File: src/rtl/vga_rx_monitor.sv
// vga_rx_monitor: TinyQV peripheral that watches a VGA-style stream on ui_in
// ({vsync, hsync, B, G, R}, syncs active-high). It measures line/frame timing,
// tracks lock, captures one probed pixel, counts lit pixels per frame and
// raises frame/lock interrupts.
module vga_rx_monitor #(
   parameter int unsigned HCW = 12,
   parameter int unsigned VCW = 11,
   parameter int unsigned LCW = 20
) (
   input  logic        clk,
   input  logic        rst_n,
   input  logic [7:0]  ui_in,
   output logic [7:0]  uo_out,
   input  logic [5:0]  address,
   input  logic [31:0] data_in,
   input  logic [1:0]  data_write_n,
   input  logic [1:0]  data_read_n,
   output logic [31:0] data_out,
   output logic        data_ready,
   output logic        user_interrupt
);

   localparam logic [2:0] StDisabled = 3'd0;
   localparam logic [2:0] StSeek     = 3'd1;
   localparam logic [2:0] StMeasure  = 3'd2;
   localparam logic [2:0] StVerify   = 3'd3;
   localparam logic [2:0] StLocked   = 3'd4;

   localparam logic [5:0] AddrCtrl   = 6'h00;
   localparam logic [5:0] AddrStatus = 6'h04;
   localparam logic [5:0] AddrHtim   = 6'h08;
   localparam logic [5:0] AddrVtim   = 6'h0C;
   localparam logic [5:0] AddrProbe  = 6'h10;
   localparam logic [5:0] AddrPixel  = 6'h14;
   localparam logic [5:0] AddrLit    = 6'h18;

   logic [2:0]       state_q, state_d;
   logic             locked_q, locked_d;
   logic [HCW+VCW-1:0] ref_q, ref_d;
   logic [2:0]       ctrl_q, ctrl_d;
   logic [HCW-1:0]   probe_h_q, probe_h_d;
   logic [VCW-1:0]   probe_v_q, probe_v_d;
   logic             hs_prev_q, vs_prev_q;
   logic [HCW-1:0]   hcnt_q, hcnt_d, h_period_q, h_period_d, h_sync_w_q, h_sync_w_d;
   logic [VCW-1:0]   vcnt_q, vcnt_d, v_lines_q, v_lines_d, v_sync_w_q, v_sync_w_d;
   logic [LCW-1:0]   lcnt_q, lcnt_d, lit_q, lit_d;
   logic [5:0]       pixel_q, pixel_d;
   logic             probe_valid_q, probe_valid_d;
   logic             frame_pend_q, frame_pend_d;
   logic             lock_pend_q, lock_pend_d;
   logic             irq_q, irq_d;

   logic             hs, vs, hs_rise, hs_fall, vs_rise, vs_fall;
   logic [5:0]       rgb;
   logic             rgb_lit, active, wr_en;
   logic             hcnt_sat, vcnt_sat, lcnt_sat;
   logic [HCW-1:0]   h_meas;
   logic [2:0]       w1c;
   logic             unused_bits;

   assign vs      = ui_in[7];
   assign hs      = ui_in[6];
   assign rgb     = ui_in[5:0];
   assign rgb_lit = (rgb != 6'd0);
   assign hs_rise = hs & ~hs_prev_q;
   assign hs_fall = ~hs & hs_prev_q;
   assign vs_rise = vs & ~vs_prev_q;
   assign vs_fall = ~vs & vs_prev_q;
   assign active  = (state_q != StDisabled);

   assign hcnt_sat = (hcnt_q == {HCW{1'b1}});
   assign vcnt_sat = (vcnt_q == {VCW{1'b1}});
   assign lcnt_sat = (lcnt_q == {LCW{1'b1}});
   // hcnt+1, pinned at all-ones so a saturated line never wraps to a short period
   assign h_meas   = hcnt_q + {{(HCW-1){1'b0}}, ~hcnt_sat};

   assign wr_en = (data_write_n != 2'b11);
   assign w1c   = (wr_en && address == AddrStatus) ? data_in[3:1] : 3'b000;

   assign uo_out      = 8'h00;
   assign data_ready  = 1'b1;
   assign user_interrupt = irq_q;
   assign unused_bits = ^{data_read_n, data_in[31:27], data_in[15:12]};

   // Counters and timing measurements; all frozen at 0 / held while disabled
   always_comb begin
      hcnt_d     = hcnt_q;
      vcnt_d     = vcnt_q;
      lcnt_d     = lcnt_q;
      h_period_d = h_period_q;
      h_sync_w_d = h_sync_w_q;
      v_lines_d  = v_lines_q;
      v_sync_w_d = v_sync_w_q;
      lit_d      = lit_q;
      if (!active) begin
         hcnt_d = '0;
         vcnt_d = '0;
         lcnt_d = '0;
      end else begin
         if (hs_rise)        hcnt_d = '0;
         else if (!hcnt_sat) hcnt_d = hcnt_q + 1'b1;
         // vsync rise wins over a coincident hsync increment
         if (vs_rise)                   vcnt_d = '0;
         else if (hs_rise && !vcnt_sat) vcnt_d = vcnt_q + 1'b1;
         // the rise cycle's pixel belongs to the new frame
         if (vs_rise)                   lcnt_d = {{(LCW-1){1'b0}}, rgb_lit};
         else if (rgb_lit && !lcnt_sat) lcnt_d = lcnt_q + 1'b1;
         if (hs_rise) h_period_d = h_meas;
         if (hs_fall) h_sync_w_d = h_meas;
         if (vs_rise) begin
            v_lines_d = vcnt_q;
            lit_d     = lcnt_q;
         end
         if (vs_fall) v_sync_w_d = vcnt_q;
      end
   end

   // Lock tracking: compare each frame's {h_period, v_lines} with the previous one
   always_comb begin
      state_d  = state_q;
      locked_d = locked_q;
      ref_d    = ref_q;
      if (!ctrl_q[0]) begin
         state_d  = StDisabled;
         locked_d = 1'b0;
      end else if (state_q == StDisabled) begin
         state_d = StSeek;
      end else if (hcnt_sat || vcnt_sat) begin
         state_d  = StSeek;
         locked_d = 1'b0;
      end else if (vs_rise) begin
         case (state_q)
            StSeek: state_d = StMeasure;
            StMeasure: begin
               ref_d   = {h_period_d, v_lines_d};
               state_d = StVerify;
            end
            StVerify: begin
               if ({h_period_d, v_lines_d} == ref_q) begin
                  state_d  = StLocked;
                  locked_d = 1'b1;
               end else begin
                  ref_d = {h_period_d, v_lines_d};
               end
            end
            StLocked: begin
               if ({h_period_d, v_lines_d} != ref_q) begin
                  state_d  = StVerify;
                  locked_d = 1'b0;
                  ref_d    = {h_period_d, v_lines_d};
               end
            end
            default: state_d = StSeek;
         endcase
      end
   end

   // Register writes, probe capture, sticky flags (a set beats a same-cycle clear)
   always_comb begin
      ctrl_d    = ctrl_q;
      probe_h_d = probe_h_q;
      probe_v_d = probe_v_q;
      if (wr_en && address == AddrCtrl) ctrl_d = data_in[2:0];
      if (wr_en && address == AddrProbe) begin
         probe_h_d = data_in[HCW-1:0];
         probe_v_d = data_in[16 +: VCW];
      end
      pixel_d       = pixel_q;
      probe_valid_d = probe_valid_q & ~w1c[2];
      if (active && !probe_valid_q && hcnt_q == probe_h_q && vcnt_q == probe_v_q) begin
         pixel_d       = rgb;
         probe_valid_d = 1'b1;
      end
      frame_pend_d = (frame_pend_q & ~w1c[0]) | (active & vs_rise);
      lock_pend_d  = (lock_pend_q & ~w1c[1]) | (locked_d != locked_q);
      irq_d        = (frame_pend_q & ctrl_q[1]) | (lock_pend_q & ctrl_q[2]);
   end

   // Read mux, combinational from address
   always_comb begin
      data_out = 32'h0;
      case (address)
         AddrCtrl:   data_out[2:0] = ctrl_q;
         AddrStatus: data_out[3:0] = {probe_valid_q, lock_pend_q, frame_pend_q, locked_q};
         AddrHtim: begin
            data_out[HCW-1:0]  = h_period_q;
            data_out[16 +: HCW] = h_sync_w_q;
         end
         AddrVtim: begin
            data_out[VCW-1:0]  = v_lines_q;
            data_out[16 +: VCW] = v_sync_w_q;
         end
         AddrProbe: begin
            data_out[HCW-1:0]  = probe_h_q;
            data_out[16 +: VCW] = probe_v_q;
         end
         AddrPixel:  data_out[5:0] = pixel_q;
         AddrLit:    data_out[LCW-1:0] = lit_q;
         default:    data_out = 32'h0;
      endcase
   end

   // State registers
   always_ff @(posedge clk or negedge rst_n) begin
      if (!rst_n) begin
         state_q <= StDisabled;  locked_q <= 1'b0;  ref_q <= '0;
         ctrl_q <= '0;  probe_h_q <= '0;  probe_v_q <= '0;
         hs_prev_q <= 1'b0;  vs_prev_q <= 1'b0;
         hcnt_q <= '0;  h_period_q <= '0;  h_sync_w_q <= '0;
         vcnt_q <= '0;  v_lines_q <= '0;  v_sync_w_q <= '0;
         lcnt_q <= '0;  lit_q <= '0;
         pixel_q <= '0;  probe_valid_q <= 1'b0;
         frame_pend_q <= 1'b0;  lock_pend_q <= 1'b0;  irq_q <= 1'b0;
      end else begin
         state_q <= state_d;  locked_q <= locked_d;  ref_q <= ref_d;
         ctrl_q <= ctrl_d;  probe_h_q <= probe_h_d;  probe_v_q <= probe_v_d;
         hs_prev_q <= hs;  vs_prev_q <= vs;
         hcnt_q <= hcnt_d;  h_period_q <= h_period_d;  h_sync_w_q <= h_sync_w_d;
         vcnt_q <= vcnt_d;  v_lines_q <= v_lines_d;  v_sync_w_q <= v_sync_w_d;
         lcnt_q <= lcnt_d;  lit_q <= lit_d;
         pixel_q <= pixel_d;  probe_valid_q <= probe_valid_d;
         frame_pend_q <= frame_pend_d;  lock_pend_q <= lock_pend_d;  irq_q <= irq_d;
      end
   end

endmodule
File: config.mk
export PLATFORM = sky130hd
export DESIGN_NAME = vga_rx_monitor
export DESIGN_NICKNAME = d
export VERILOG_FILES = /design/src/rtl/vga_rx_monitor.sv
export SDC_FILE = /design/constraint.sdc
export NUM_CORES = 1
export LEC_CHECK = 0
export BUFFER_PORTS_ARGS = -buffer_cell sky130_fd_sc_hd__buf_4
export CAP_MARGIN = 20
export CORE_UTILIZATION = 55
export CTS_CLUSTER_DIAMETER = 40
export CTS_CLUSTER_SIZE = 28
export DETAILED_ROUTE_END_ITERATION = 6
export PLACE_DENSITY = 0.75
export SLEW_MARGIN = 10
export SYNTH_ARGS = -nofsm -noshare
export SYNTH_HDL_FRONTEND = slang
export SYNTH_SLANG_ARGS = --single-unit
File: constraint.sdc
create_clock -name clk -period 5 [get_ports clk]
set_input_delay 1 -clock clk [delete_from_list [all_inputs] [get_ports clk]]
set_output_delay 1 -clock clk [all_outputs]
set_load 0.02 [all_outputs]
# After elaboration in Yosys (flattened, before gate mapping)

Index checks and enable logic that the tools add are counted.
W data, S select, Z words.

Register bits: 174
Input bits: 52
Output and inout port bits: 42
Word-level logic and storage cells: 138

Add/sub/neg operators: 4
Eq/ne operators: 27
Mux-type cells: 41
Bitwise operators: 23
Reduce and logical (&&, ||, !) cells: 22

Operators by type and width:

| cell                    | count |
|---|---|
| $pmux W23 S3            | 1 |
| $mux W12                | 5 |
| $mux W20                | 3 |
| $mux W11                | 5 |
| $mux W23                | 2 |
| $eq A23 B23 Y1          | 1 |
| $ne A23 B23 Y1          | 1 |
| $mux W3                 | 7 |
| $pmux W3 S7             | 1 |
| $pmux W7 S3             | 1 |
| $add A20 B1 Y20 const B | 1 |
| $eq A20 B20 Y1 const B  | 1 |
| $pmux W5 S4             | 1 |
| $eq A6 B5 Y1 const B    | 3 |
| $pmux W4 S4             | 1 |
| $add A12 B1 Y12         | 1 |
| $add A12 B1 Y12 const B | 1 |
| $eq A12 B12 Y1          | 1 |
| $eq A12 B12 Y1 const B  | 1 |
| $eq A6 B4 Y1 const B    | 2 |
| $pmux W3 S4             | 1 |
| $add A11 B1 Y11 const B | 1 |
| $eq A11 B11 Y1          | 1 |
| $eq A11 B11 Y1 const B  | 1 |
| 29 further kinds        | 73 |

# Logic depth before layout (Yosys ltp)

Depth after elaboration: 14
Mapped depth: 16
Depth with buffers taken out: 14

# Worst setup path before layout

OpenSTA, ideal clock, no wires.

Path kind: register -> register
Start: register hcnt_q[0]
End: register ref_q[10]
Data arrival time: 3,689 ps
Required time: 4,875 ps
Path slack: 1,186 ps
Stages on the path, launching flop included: 17
Period minus slack after synthesis: 3,814 ps
Path through: dfrtp_1 ha_1 nand2_1 nor4_1 nand2_1 ha_1 nand3_1 nor3_1 xor2_1 a221o_1 a2111oi_1 nor2_1 or3_1 buf_6 a21o_4 buf_12 mux2_4

Cells in the longest elaborated chain, start to end: 8
Elaborated cells on any way between the ends: 12
Those cells by class: 1 x add/sub; 5 x eq/ne; 2 x mux; 2 x bitwise; 2 x reduce/logical

RTL lines:

| what                                                    | line     | source |
|---|---|---|
| start, declared                                         | 44       | `logic [HCW-1:0] hcnt_q, hcnt_d, h_period_q, h_period_d, h_sync_w_q, h_sync_w_d;` |
| start signal, assigned                                  | 218      | `hcnt_q <= hcnt_d; h_period_q <= h_period_d; h_sync_w_q <= h_sync_w_d;` |
| $eq A12 B12 Y1                                          | 71       | `assign hcnt_sat = (hcnt_q == {HCW{1'b1}});` |
| $not A1 Y1                                              | 75       | `assign h_meas = hcnt_q + {{(HCW-1){1'b0}}, ~hcnt_sat};` |
| $add A12 B1 Y12                                         | 75       |  |
| $mux W12                                                | 108      | `if (hs_rise) h_period_d = h_meas;` |
| $mux W12                                                | 95       | `if (!active) begin` |
| $ne A23 B23 Y1 / $eq A23 B23 Y1 (equally long branches) | 147, 139 |  |
| $ne A2 B2 Y1 (no source line)                           | --       |  |
| $reduce_and A7 Y1 (no source line) (*)                  | --       |  |
| end signal, assigned                                    | 215      | `state_q <= state_d; locked_q <= locked_d; ref_q <= ref_d;` |
| end, declared                                           | 39       | `logic [HCW+VCW-1:0] ref_q, ref_d;` |

Mark *: on every way between the ends. The rest lies on a longest branch, timed or not.
A chain may end at the register's enable or synchronous reset.

# Final worst setup path

Start: register hcnt_q[0]
End: register ref_q[20]

Cells in the longest elaborated chain, start to end: 8
Elaborated cells on any way between the ends: 15
Those cells by class: 1 x add/sub; 5 x eq/ne; 5 x mux; 2 x bitwise; 2 x reduce/logical

RTL lines:

| what                                                    | line |
|---|---|
| $eq A12 B12 Y1                                          | 71 |
| $not A1 Y1                                              | 75 |
| $add A12 B1 Y12                                         | 75 |
| $mux W12                                                | 108 |
| $mux W12                                                | 95 |
| $ne A23 B23 Y1 / $eq A23 B23 Y1 (equally long branches) | 147, 139 |
| $ne A2 B2 Y1 (no source line)                           | -- |
| $reduce_and A7 Y1 (no source line)                      | -- |

Parallel ways exist; a longest one is shown, timed or not. The select of a mux whose other input is x is not followed.

==> results.md <==
- Top fanout value on the critical path: 23
- Number of global-route vias before repair: 6,308
- Placed Area: 9570 um^2
- Synth Cell Area: 8970 um^2
- Seq/Total Area, Yosys: 0.486
- Max-cap violation count: 0
- Routed wire length: 22,400 um
- Reg2Reg Setup Slack: 0.46 ns
- P_leak: 4.68 nW
- Number of synthesized flops with an enable pin: 0
- Worst Path Class, Setup: reg -> reg
- Overall power: 3.41 mW
- Core Util, Final: 0.641
- Wirelength per Cell: 20.2 um
- Commonest non-fill, non-tap cell in the layout: dfrtp_1
- Mean Syn Cell Area: 11.0 um^2
- Root Driver: clkbuf_16
- DP Worst Slack: 0.582 ns
- Port Buf Inserts: 69
- Clk Latency, worst-skew pair: 0.44 ns
- H-tree depth: 4
- Largest net degree at the start of global routing: 120
- Worst rel slew slack: 0.332
- Post-synthesis async set-or-reset flop share: 1.00
- Commonest register cell after synthesis: dfrtp_1
- Final design area excluding fillers: 10,200 um^2
- CP peak stage delay: 0.55 ns
- Final Hold Fails: 0
- First-pass GRT wire length: 35,200 um
- Count of pins over their slew limit: 0
- CTS tree: done
- CTS Hold Bufs: 0
- Critical Path RT: 5.32 ns
- R2R Path Start: hcnt_q[0]$_DFFE_PN0P_
- Height of the die: 130 um
- Crit start category: register
- FMAX: 0.220 GHz
- Slowest CP cell: or3_1
- Clock Path Buffers: 2
- Synth warn: 0
- Antenna cells: 0
- Remaining DRCs: 0
- CTS clk-pin slew, worst paths: 0.07 ns
- RSZ-0062 raised after global routing: no
- Initial core utilization: 0.565
- Worst min path class: in -> async
- Top cell type's share of synthesized area: 0.486
- Transition time of the tightest slew-check pin: 1.00 ns
- Layout cell share with drive strength beyond 1: 0.270
- Synth area leaders: dfrtp_1 (49%), mux2_2 (10%), xnor2_1 (4.2%)
- Post-CTS resize count: 0
- Crit. End Element: register
- Io pins: 94
- PwrDens: 334 nW/um^2
- VDD IR max: 0.000254 V
- Die ar.: 16,800 um^2
- Tcrit/Tclk final: 0.907
- Post-synthesis register bit count: 174
- Total iterations of the first detailed-routing run: 6
- Core area: 15,900 um^2
- Final GP Congestion: 0.954
- Post-DRT Antenna Nets: 0
- Area Overhead vs Synth: 13.5%
- Detailed-route via count: 6,547
- Nets: 938
- Num CTS Buffers: 17
- CTS sink cnt: 174
- Worst r2r path cells: 14
- DR vias/cell: 5.90
- Starting DRC count in detailed routing: 638
- Critical Path AT: 4.85 ns
- Clock period minus worst slack: 4.54 ns
- Layout Skew: 0.0102 ns
- Post CTS Setup Buffer Count: 0
- Worst r2r dst: ref_q[20]$_DFFE_PN0P_
- Synth area leader: dfrtp_1
- Most frequent cells in the layout: dfrtp_1 (174), buf_4 (93), mux2_2 (80), nor2_1 (73), nand2_1 (63)
- Setup violators final: 0
- Yosys cell types: 60
- Setup tns final: 0 ns
- Site Rows: 46
- Outcome: finished clean
- Final WS setup: 0.465 ns
- Gr ovfl total: 0
- Initial antenna violation count: 0
- Synthesized instance count: 812
- Worst-path cell chain: ha_1 > nand2_1 > nor4_1 > nand2_1 > ha_1 > nand3_1 > nor3_1 > xor2_1 > a221o_1 > a2111oi_1 > nor2_1 > or3_1 > a21o_4 > mux2_4
- GRT Total Usage: 0.285
- HPWL after DPL: 16,400 um
- Die width: 130 um
==> Yosys cell counts, types with 7 or more instances <==
cell type,n
nand4_1,19
nand2_1,63
and2_1,8
a22oi_1,34
clkbuf_1,19
buf_4,15
or3_1,8
mux2_2,80
a222oi_1,11
xnor2_1,43
nand3_1,28
clkbuf_8,8
xor2_1,41
nor3_1,11
nor2_1,73
inv_1,19
dfrtp_1,174
buf_6,7
mux2_4,21
a21oi_1,20
nor4_1,13
o21ai_0,18
==> metrics by stage <==
step                hold WS [ns]  std cells
floorplan                  0.472        823
global placement           0.482       1077
detailed placement         0.488       1077
CTS                        0.505       1109
global route               0.478       1110
finish                     0.462       1110
==> worst max-delay path by stage <==
stage / start / to / slack (ns) / cells past startpoint
6_report: hcnt_q[0]$_DFFE_PN0P_ / ref_q[20]$_DFFE_PN0P_ / 0.46 / 14
4_1_cts: hcnt_q[0]$_DFFE_PN0P_ / ref_q[20]$_DFFE_PN0P_ / 0.50 / 14
3_5_place_dp: hcnt_q[0]$_DFFE_PN0P_ / ref_q[8]$_DFFE_PN0P_ / 0.58 / 14
3_3_place_gp: hcnt_q[0]$_DFFE_PN0P_ / ref_q[11]$_DFFE_PN0P_ / 0.65 / 14
5_1_grt: hcnt_q[0]$_DFFE_PN0P_ / ref_q[11]$_DFFE_PN0P_ / 0.16 / 14
2_1_floorplan: hcnt_q[0]$_DFFE_PN0P_ / ref_q[10]$_DFFE_PN0P_ / 1.19 / 16
==> cell type report <==
type / count / area, um^2
Fill cell: 1277 / 5710
Sequential cell: 174 / 4350
Multi-Input combinational cell: 574 / 4170
Timing Repair Buffer: 95 / 737
Clock buffer: 18 / 439
Tap cell: 216 / 270
Clock inverter: 14 / 139
Inverter: 19 / 71.3
==> power by group <==
group / total (mW) / switching, mW / internal, mW
logic: 0.427 / 0.236 / 0.191
clock network: 1.31 / 0.629 / 0.677
registers: 1.67 / 0.141 / 1.53
total: 3.41 / 1.01 / 2.40
==> registers in the layout, summed over array words and instances, names as in the netlist, 3 cells and up <==
name	flops
h_period_q	12
probe_h_q	12
lcnt_q	20
probe_v_q	11
v_sync_w_q	11
hcnt_q	12
ref_q	23
ctrl_q	3
h_sync_w_q	12
v_lines_q	11
lit_q	20
state_q	3
pixel_q	6
vcnt_q	11
==> critical path, delay by kind of cell, from the launching register on <==
| kind | cells | cell delay [ns] |
|---|---|---|
| and+or+nand+nor | 7 | 1.63 |
| xor gates and xnor gates | 1 | 0.17 |
| AOI/OAI and AO/OA | 3 | 1.16 |
| adders and majority gates | 2 | 0.54 |
| muxes | 1 | 0.35 |
| DFF | 1 | 0.53 |
==> routing by layer <==
| layer | GRT usage | wire length, um | vias to the layer above | part of all wire |
|---|---|---|---|---|
| met1 | 0.404 | 9810 | 3192 | 0.44 |
| met4 | 0.128 | 850 | 0 | 0.038 |
| li1 | - | - | 2990 | - |
| met3 | 0.0590 | 1800 | 61 | 0.080 |
| met5 | 0 | 0 | - | 0 |
| met2 | 0.422 | 9990 | 304 | 0.45 |
==> cells by family (layout without fill, tap and decap cells) <==
family	after synthesis	after routing	share of synthesized area
AND/OR/NAND/NOR	254	254	0.139
flip-flops	174	174	0.486
AO/OA/AOI/OAI	114	114	0.0904
multiplexers	104	104	0.139
XOR/XNOR	84	84	0.0820
buffers and inverters	75	146	0.0564
adder cells (fa/ha/maj)	5	5	0.00698
other	2	13	0.000837
Power figures use the tool's default switching activity.
